$ cat src/rtl/led_page_scanner.sv
`default_nettype none
// ============================================================================
// Module  : led_page_scanner
// Brief   : Pages captured data words and ZF/OF flags onto an LED bank,
//           selected manually or by a prescaled auto scan.
// Revision: 1.0
// ============================================================================
module led_page_scanner #(
  parameter int DATA_W   = 32,
  parameter int NCH      = 2,
  parameter int LED_W    = 8,
  parameter int SEL_W    = 4,
  parameter int SCAN_DIV = 25000000
) (
  input  logic                  Clk,
  input  logic                  Rst,
  input  logic [NCH*DATA_W-1:0] Data,
  input  logic                  ZF,
  input  logic                  OF,
  input  logic [SEL_W-1:0]      Sel,
  input  logic                  Auto,
  input  logic                  Freeze,
  input  logic                  ClrSticky,
  output logic [LED_W-1:0]      LED,
  output logic [SEL_W-1:0]      PageIdx
);

  localparam int NSL   = DATA_W / LED_W;
  localparam int NDP   = NCH * NSL;
  localparam int NPAGE = NDP + 1;
  localparam int PW    = (SCAN_DIV > 1) ? $clog2(SCAN_DIV) : 1;

  localparam logic [PW-1:0]    c_presc_last = PW'(SCAN_DIV - 1);
  localparam logic [SEL_W-1:0] c_page_last  = SEL_W'(NPAGE - 1);

  logic [NCH*DATA_W-1:0] r_cap_data;
  logic                  r_cap_zf;
  logic                  r_cap_of;
  logic                  r_sticky_zf;
  logic                  r_sticky_of;
  logic [PW-1:0]         r_presc;
  logic [SEL_W-1:0]      r_scan;
  logic                  r_auto_d;

  logic                  w_auto_entry;
  logic                  w_presc_tc;
  logic [PW-1:0]         w_presc_nxt;
  logic [SEL_W-1:0]      w_scan_nxt;
  logic [SEL_W-1:0]      w_page;
  logic [LED_W-1:0]      w_flags;
  logic [LED_W-1:0]      w_led_nxt;

  assign w_auto_entry = Auto & ~r_auto_d;
  assign w_presc_tc   = (r_presc == c_presc_last);

  always_comb begin
    w_presc_nxt = r_presc;
    w_scan_nxt  = r_scan;
    if (w_auto_entry) begin
      w_presc_nxt = '0;
      w_scan_nxt  = '0;
    end else if (Auto) begin
      if (w_presc_tc) begin
        w_presc_nxt = '0;
        w_scan_nxt  = (r_scan == c_page_last) ? '0 : r_scan + SEL_W'(1);
      end else begin
        w_presc_nxt = r_presc + PW'(1);
      end
    end
  end

  // Auto mode shows the page the scan register is about to hold, so the
  // entry cycle already displays page 0 and every page dwells SCAN_DIV clocks.
  assign w_page = Auto ? w_scan_nxt : Sel;

  always_comb begin
    w_flags            = '0;
    w_flags[LED_W-1]   = r_cap_of;
    w_flags[LED_W-2]   = r_cap_zf;
    w_flags[LED_W-3]   = r_sticky_of;
    w_flags[LED_W-4]   = r_sticky_zf;
  end

  // Data pages are consecutive LED_W slices of the flat capture vector.
  always_comb begin
    w_led_nxt = '0;
    for (int p = 0; p < NDP; p++) begin
      if (w_page == SEL_W'(p)) begin
        w_led_nxt = r_cap_data[p*LED_W +: LED_W];
      end
    end
    if (w_page == c_page_last) begin
      w_led_nxt = w_flags;
    end
  end

  always_ff @(posedge Clk or posedge Rst) begin
    if (Rst) begin
      r_cap_data  <= '0;
      r_cap_zf    <= 1'b0;
      r_cap_of    <= 1'b0;
      r_sticky_zf <= 1'b0;
      r_sticky_of <= 1'b0;
      r_presc     <= '0;
      r_scan      <= '0;
      r_auto_d    <= 1'b0;
      LED         <= '0;
      PageIdx     <= '0;
    end else begin
      if (!Freeze) begin
        r_cap_data <= Data;
        r_cap_zf   <= ZF;
        r_cap_of   <= OF;
      end
      // Sticky bits follow the live flags; a set beats a simultaneous clear.
      r_sticky_zf <= (r_sticky_zf & ~ClrSticky) | ZF;
      r_sticky_of <= (r_sticky_of & ~ClrSticky) | OF;
      r_presc     <= w_presc_nxt;
      r_scan      <= w_scan_nxt;
      r_auto_d    <= Auto;
      LED         <= w_led_nxt;
      PageIdx     <= w_page;
    end
  end

endmodule
`default_nettype wire

$ cat config.mk
export PLATFORM = sky130hd
export DESIGN_NAME = led_page_scanner
export DESIGN_NICKNAME = d
export VERILOG_FILES = /design/src/rtl/led_page_scanner.sv
export SDC_FILE = /design/constraint.sdc
export NUM_CORES = 1
export LEC_CHECK = 0
export ABC_CLOCK_PERIOD_IN_PS = 10600
export CAP_MARGIN = 20
export CORE_ASPECT_RATIO = 0.9
export CORE_MARGIN = 4
export CORE_UTILIZATION = 40
export CTS_BUF_LIST = sky130_fd_sc_hd__clkbuf_8
export CTS_CLUSTER_SIZE = 14
export DETAILED_ROUTE_END_ITERATION = 8
export SETUP_SLACK_MARGIN = 0.02
export SYNTH_ARGS = -nofsm -noshare
export SYNTH_HDL_FRONTEND = slang
export SYNTH_SLANG_ARGS = --single-unit
$ cat constraint.sdc
create_clock -name Clk -period 10.6 [get_ports Clk]
set_clock_uncertainty 0.05 [all_clocks]
set_input_delay 2.12 -clock Clk [delete_from_list [all_inputs] [get_ports Clk]]
set_output_delay 2.12 -clock Clk [all_outputs]
set_load 0.005 [all_outputs]
==> run_results.csv, run 1 <==
group,metric,value,unit
outcome,outcome,"completed",
finish,instances_no_fill,727,
setup_path,r2r_cells,9,
floorplan,start_util,41.7,%
yosys,synth_nets,564,
yosys,ys.flop_type,"dfrtp_1",
pwr,p_leak,2.70,nW
route,vias_per_cell,5.53,
clock_network,post-cts-setup-buffer-count,0,
timing,fin_crit,6.01,ns
floorplan,core-area,12900,sq um
timing,drv_slew,0,
yosys,yosysSeqAreaShare,51.1,%
timing,relSlewSlack,43.2,%
yosys,async_flop_share,100,%
grt,grt_pass1_vias,4118,
timing,min_period_over_period,56.7,%
floorplan,die_h,118,um
setup_path,end_kind,"flop",
timing,worstMarginPinSlew,0.851,ns
floorplan,die_w,130,um
yosys,ys_ff_latch,110,
finish,drive_gt1_share,17.9,%
clock_network,cts_buffers,9,
pwr,peakVddDrop,0.0695,mV
timing,hold_viol,0,
finish,area_delta_synth_final,22.4,%
place,hpwl,9.59,mm
yosys,yosys-top-cells-area,"dfrtp_1 51%, mux2_2 14%, nor2_1 2.6%, nand2_1 2.4%, mux2i_1 2.2%",
yosys,synth_common_cells,"110 x dfrtp_1, 66 x mux2_2, 37 x nor2_1",
finish,diodes,0,
place,place.port_buffers,86,
route,routed_wl,13.4,mm
grt,grt_pass1_wl,22.1,mm
clock_network,clock_sinks,110,
flow_run,cap_violations,0,
clock_network,ctsHoldBuffers,0,
min_path,hold_class,"reg2reg",
route,drc,0,
setup_path,start_kind,"input pin",
timing,rsz0062_at_grt,"false",
yosys,syn_area,5390,sq um
clock_network,cts_resized,0,
floorplan,rows,39,
yosys,synth_top_area_share,51.1,%
yosys,synth.distinct_cells,61,
yosys,synth_largest_area_cell,"dfrtp_1",
timing,max_clock_freq,0.166,GHz
yosys,synth_edf_count,0,
timing,final-setup-viol-count,0,
clock_network,cts.path.max_buffers,2,
place,place.gp.congestion,0.865,
yosys,ys_warn_count,0,
grt,grt_max_degree,67,
setup_path,crit_arrival,6.24,ns
floorplan,ioPinCount,87,
finish,finalNetCount,636,
place,dpl_worst_slack,4.30,ns
yosys,avgSynthCellArea,11.1,sq um
setup_path,worstPathRequired,10.83,ns
clock_network,cts_tree,"yes",
grt,gr-total-overflow,0,
clock_network,clk_latency,0.39,ns
grt,antenna_found_initial,0,
route,vias,4022,
yosys,synth_most_common_cell,"dfrtp_1",
route,drtAntennaViolNets,0,
setup_path,criticalPathCategory,"in2reg",
clock_network,htree_levels,3,
pwr,power,0.923,mW
place,dp.cells,711,
route,drt_iter0_drc,270,
route,drtPass1Iterations,5,
clock_network,clockRootBuffer,"clkbuf_8",
timing,postLayoutSetupSlackWorst,4.59,ns
setup_path,path_max_fanout,22,
route,wl_per_cell,18.4,um
floorplan,die-area,15400,sq um
yosys,syn_inst,486,
clock_network,clk_pin_slew,0.10,ns
min_path,hold_depth,1,
grt,grt_use_total,18.1,%
timing,fin_setup_tns,0,ns
pwr,power.density,140,nW/um^2
==> final cells by class <==
cell class	count	area [sq um]
clock inverter	7	129
fill	1150	6330
inverter	20	82.6
multi-input combinational	327	2420
clock buffer	9	124
timing repair buffer	90	886
sequential	110	2750
tap	164	205
==> where the power goes <==
group / switching, mW / internal (mW)
Combinational: 0.0595 / 0.0762
Sequential: 0.0232 / 0.453
Clock: 0.150 / 0.161
Total: 0.233 / 0.690
==> worst paths after layout <==
kind,from,endpoint,slack [ns]
min in group asynchronous,Rst,r_cap_data[6],2.14
min,r_sticky_zf,r_sticky_zf,0.46
max in group asynchronous,Rst,r_cap_data[21],7.18
max reg2reg,r_presc[0],LED[4],6.43
min reg2reg,r_sticky_zf,r_sticky_zf,0.46
max,Auto,LED[4],4.59
==> critical path, stage by stage <==
cell and delay, ns:
clkdlybuf4s50_1 1.01, clkinv_1 0.47, nand2_1 0.13, and3_1 0.71
inv_1 0.58, nor4_2 0.77, a211oi_1 0.09, a222oi_1 0.34
==> metrics by stage <==
stage / cell area [sq um] / util, % / hold WS [ns]
floorplan: 5390 / - / 0.394
global placement: 6350 / 49.1 / 0.422
detailed placement: 6350 / 49.1 / 0.429
CTS: 6600 / 51.0 / 0.460
global route: 6600 / 51.0 / 0.486
finish: 6600 / 51.0 / 0.457
==> cell usage in the layout (no fill, tap or decap), types with 4 or more instances in the layout <==
| cell type | instances |
|---|---|
| nand4_1 | 12 |
| clkdlybuf4s50_1 | 85 |
| or3_1 | 6 |
| xor2_1 | 12 |
| nand2b_1 | 5 |
| mux2_2 | 66 |
| a211oi_1 | 4 |
| o221ai_1 | 6 |
| mux2i_1 | 12 |
| o21a_1 | 5 |
| clkbuf_8 | 9 |
| dfrtp_1 | 110 |
| xnor2_1 | 6 |
| nand2_1 | 35 |
| buf_4 | 4 |
| a311oi_1 | 5 |
| o21ai_0 | 13 |
| inv_1 | 16 |
| a21o_1 | 4 |
| nand3_1 | 14 |
| a21oi_1 | 17 |
| nor3_1 | 15 |
| nor2_1 | 37 |
==> cell families (layout without fill, tap and decap cells) <==
family | Yosys count | after routing | share of synthesized area, %
buffers and inverters | 49 | 126 | 4.02
muxes | 78 | 78 | 16.0
DFF | 110 | 110 | 51.1
xor gates and xnor gates | 18 | 18 | 2.92
adders and majority gates | 3 | 3 | 0.696
and+or+nand+nor | 150 | 150 | 14.7
AOI/OAI and AO/OA | 78 | 78 | 10.6
==> routing by layer <==
metal  track usage (%)  share of wire, %
met5                 0                 0
met1              26.4                46
met3              4.81               7.1
met4              4.50               1.3
met2              27.0                46
==> sequential cells by signal (all words and copies together), names as in the netlist <==
signal	cells
r_cap_data	64
r_sticky_of	1
r_cap_zf	1
r_auto_d	1
LED	8
r_sticky_zf	1
PageIdx	4
r_presc	25
r_cap_of	1
r_scan	4
No activity file was read; power rests on OpenSTA's default activity.
==> run 2, diff against run 1 <==
- ABC_CLOCK_PERIOD_IN_PS: 10600 -> 5300
- clock period: 10.6 -> 5.3 ns (I/O delays scaled with it)
==> run 2 against run 1 <==
Sequential share of layout area grew 0.34 points. Largest cell class unchanged. Sequential cell count unchanged. Non-clock buffer count grew 2. Core utilization fell by 0.42 points. Largest power group unchanged. Combinational power increased by 99%. First-iteration DRC count shrank 0.74%. Sequential power increased by 100%.
==> run_results.csv, run 2 (same netlist as run 1, synthesis figures left out) <==
group,metric,value,unit
timing,relSlewSlack,37.1,%
grt,grt_use_met1,27.1,%
route,drt_iter0_drc,268,
timing,fin_crit,4.15,ns
finish,largest_register_ffs,64,
timing,rsz0062_at_grt,"false",
timing,postLayoutSetupSlackWorst,1.15,ns
grt,grt_pass1_wl,22.4,mm
setup_path,crit_arrival,4.36,ns
place,place.gp.congestion,0.854,
grt,gr-total-overflow,0,
setup_path,worstPathRequired,5.51,ns
route,drc,0,
grt,grt_pass1_vias,4133,
finish,diodes,0,
timing,timing.hold.ws,0.458,ns
floorplan,start_util,41.7,%
clock_network,cts_resized,0,
clock_network,cts_tree,"yes",
clock_network,ctsHoldBuffers,0,
clock_network,cts_buffers,9,
place,dpl_worst_slack,0.818,ns
floorplan,die-area,15400,sq um
floorplan,die_h,118,um
place,hpwl,9.86,mm
floorplan,core-area,12900,sq um
finish,finalNetCount,638,
grt,use_met2,27.2,%
grt,grt_use_met3,4.81,%
timing,max_clock_freq,0.241,GHz
route,drtPass1Iterations,5,
clock_network,clk_latency,0.38,ns
clock_network,clk_pin_slew,0.10,ns
grt,antenna_found_initial,0,
floorplan,die_w,130,um
pwr,peakVddDrop,0.135,mV
route,vias_per_cell,5.56,
clock_network,clock_sinks,110,
floorplan,ioPinCount,87,
timing,min_period_over_period,78.3,%
grt,grt_use_total,18.5,%
finish,drive_gt1_share,17.9,%
setup_path,criticalPathCategory,"in2reg",
clock_network,clockRootBuffer,"clkbuf_8",
route,routed_wl,13.6,mm
pwr,p_leak,2.68,nW
finish,final_common_cell,"dfrtp_1",
setup_path,start_kind,"input pin",
finish,instances_no_fill,727,
outcome,outcome,"completed",
timing,hold_viol,0,
setup_path,path_max_fanout,25,
place,place.port_buffers,86,
route,vias,4042,
finish,finish.utilization,50.6,%
floorplan,rows,39,
finish,area_delta_synth_final,21.4,%
place,dp.cells,713,
grt,grt.busiest_layer,"met2",
pwr,power.density,264,nW/um^2
grt,grt_max_degree,76,
timing,fin_setup_tns,0,ns
route,wl_per_cell,18.7,um
setup_path,end_kind,"flop",
timing,drv_slew,0,
min_path,hold_class,"reg2reg",
finish,largest-register,"r_cap_data",
route,drtAntennaViolNets,0,
finish,fillers,1175,
clock_network,htree_levels,3,
clock_network,post-cts-setup-buffer-count,0,
finish,final_cell_mix,"110 x dfrtp_1, 85 x clkdlybuf4s50_1, 66 x mux2_2, 37 x nor2_1, 35 x nand2_1",
flow_run,cap_violations,0,
timing,worstMarginPinSlew,0.943,ns
timing,final-setup-viol-count,0,
clock_network,cts.path.max_buffers,2,
finish,top_regs,"r_cap_data (64), r_presc (25), LED (8)",
## run 2: changes by cell type in the layout (fill, tap and decap cells not counted)
cell	before	now
buf_4	4	6
bufinv_16	3	1
inv_8	2	0
clkinv_2	0	1
inv_6	0	1
## run 2: power breakdown
group / internal, mW / switching, mW / leakage, nW
clock: 0.215 / 0.289 / 0.0915
sequential: 0.906 / 0.0482 / 1.36
combinational: 0.153 / 0.118 / 1.23
total: 1.27 / 0.455 / 2.68
## run 2: metal layers
metal | up-vias | part of all wire (%)
li1 | 1898 | -
met1 | 2014 | 47
met2 | 114 | 46
met3 | 16 | 5.7
met4 | 0 | 1.6
met5 | - | 0
## run 2: final cells by class
type	count	area [sq um]	share of cell area [%]
clock inverter	5	60.1	0.917
sequential	110	2750	42.0
multi-input combinational	327	2420	37.0
timing repair buffer	92	901	13.8
inverter	20	82.6	1.26
clock buffer	9	124	1.89
tap	164	205	3.13
## run 2: worst paths after layout
check | startpoint | end | slack [ns] | cells after the start
setup / recovery | Auto | LED[6] | 1.15 | 10
setup reg to reg | r_presc[0] | LED[5] | 1.58 | 11
min in group asynchronous | Rst | PageIdx[3] | 1.18 | 2
hold / removal | r_sticky_of | r_sticky_of | 0.46 | 1
hold reg to reg | r_sticky_of | r_sticky_of | 0.46 | 1
max in group asynchronous | Rst | r_auto_d | 3.03 | 3
## run 2: critical path, stage by stage
cell and delay (ns):
clkdlybuf4s50_1 0.73, clkinv_1 0.36, o211ai_1 0.31, o2111ai_1 0.20
o221ai_4 0.23, clkinv_4 0.30, nor4_2 0.72, a221oi_1 0.21
o21ai_0 0.11, nand4_1 0.11
## run 2: per-stage QoR
step	area, sq um	total power [mW]
2_1_floorplan	5390	1.11
3_3_place_gp	6360	1.24
3_5_place_dp	6360	1.24
4_1_cts	6550	1.75
5_1_grt	6550	1.82
6_report	6550	1.73
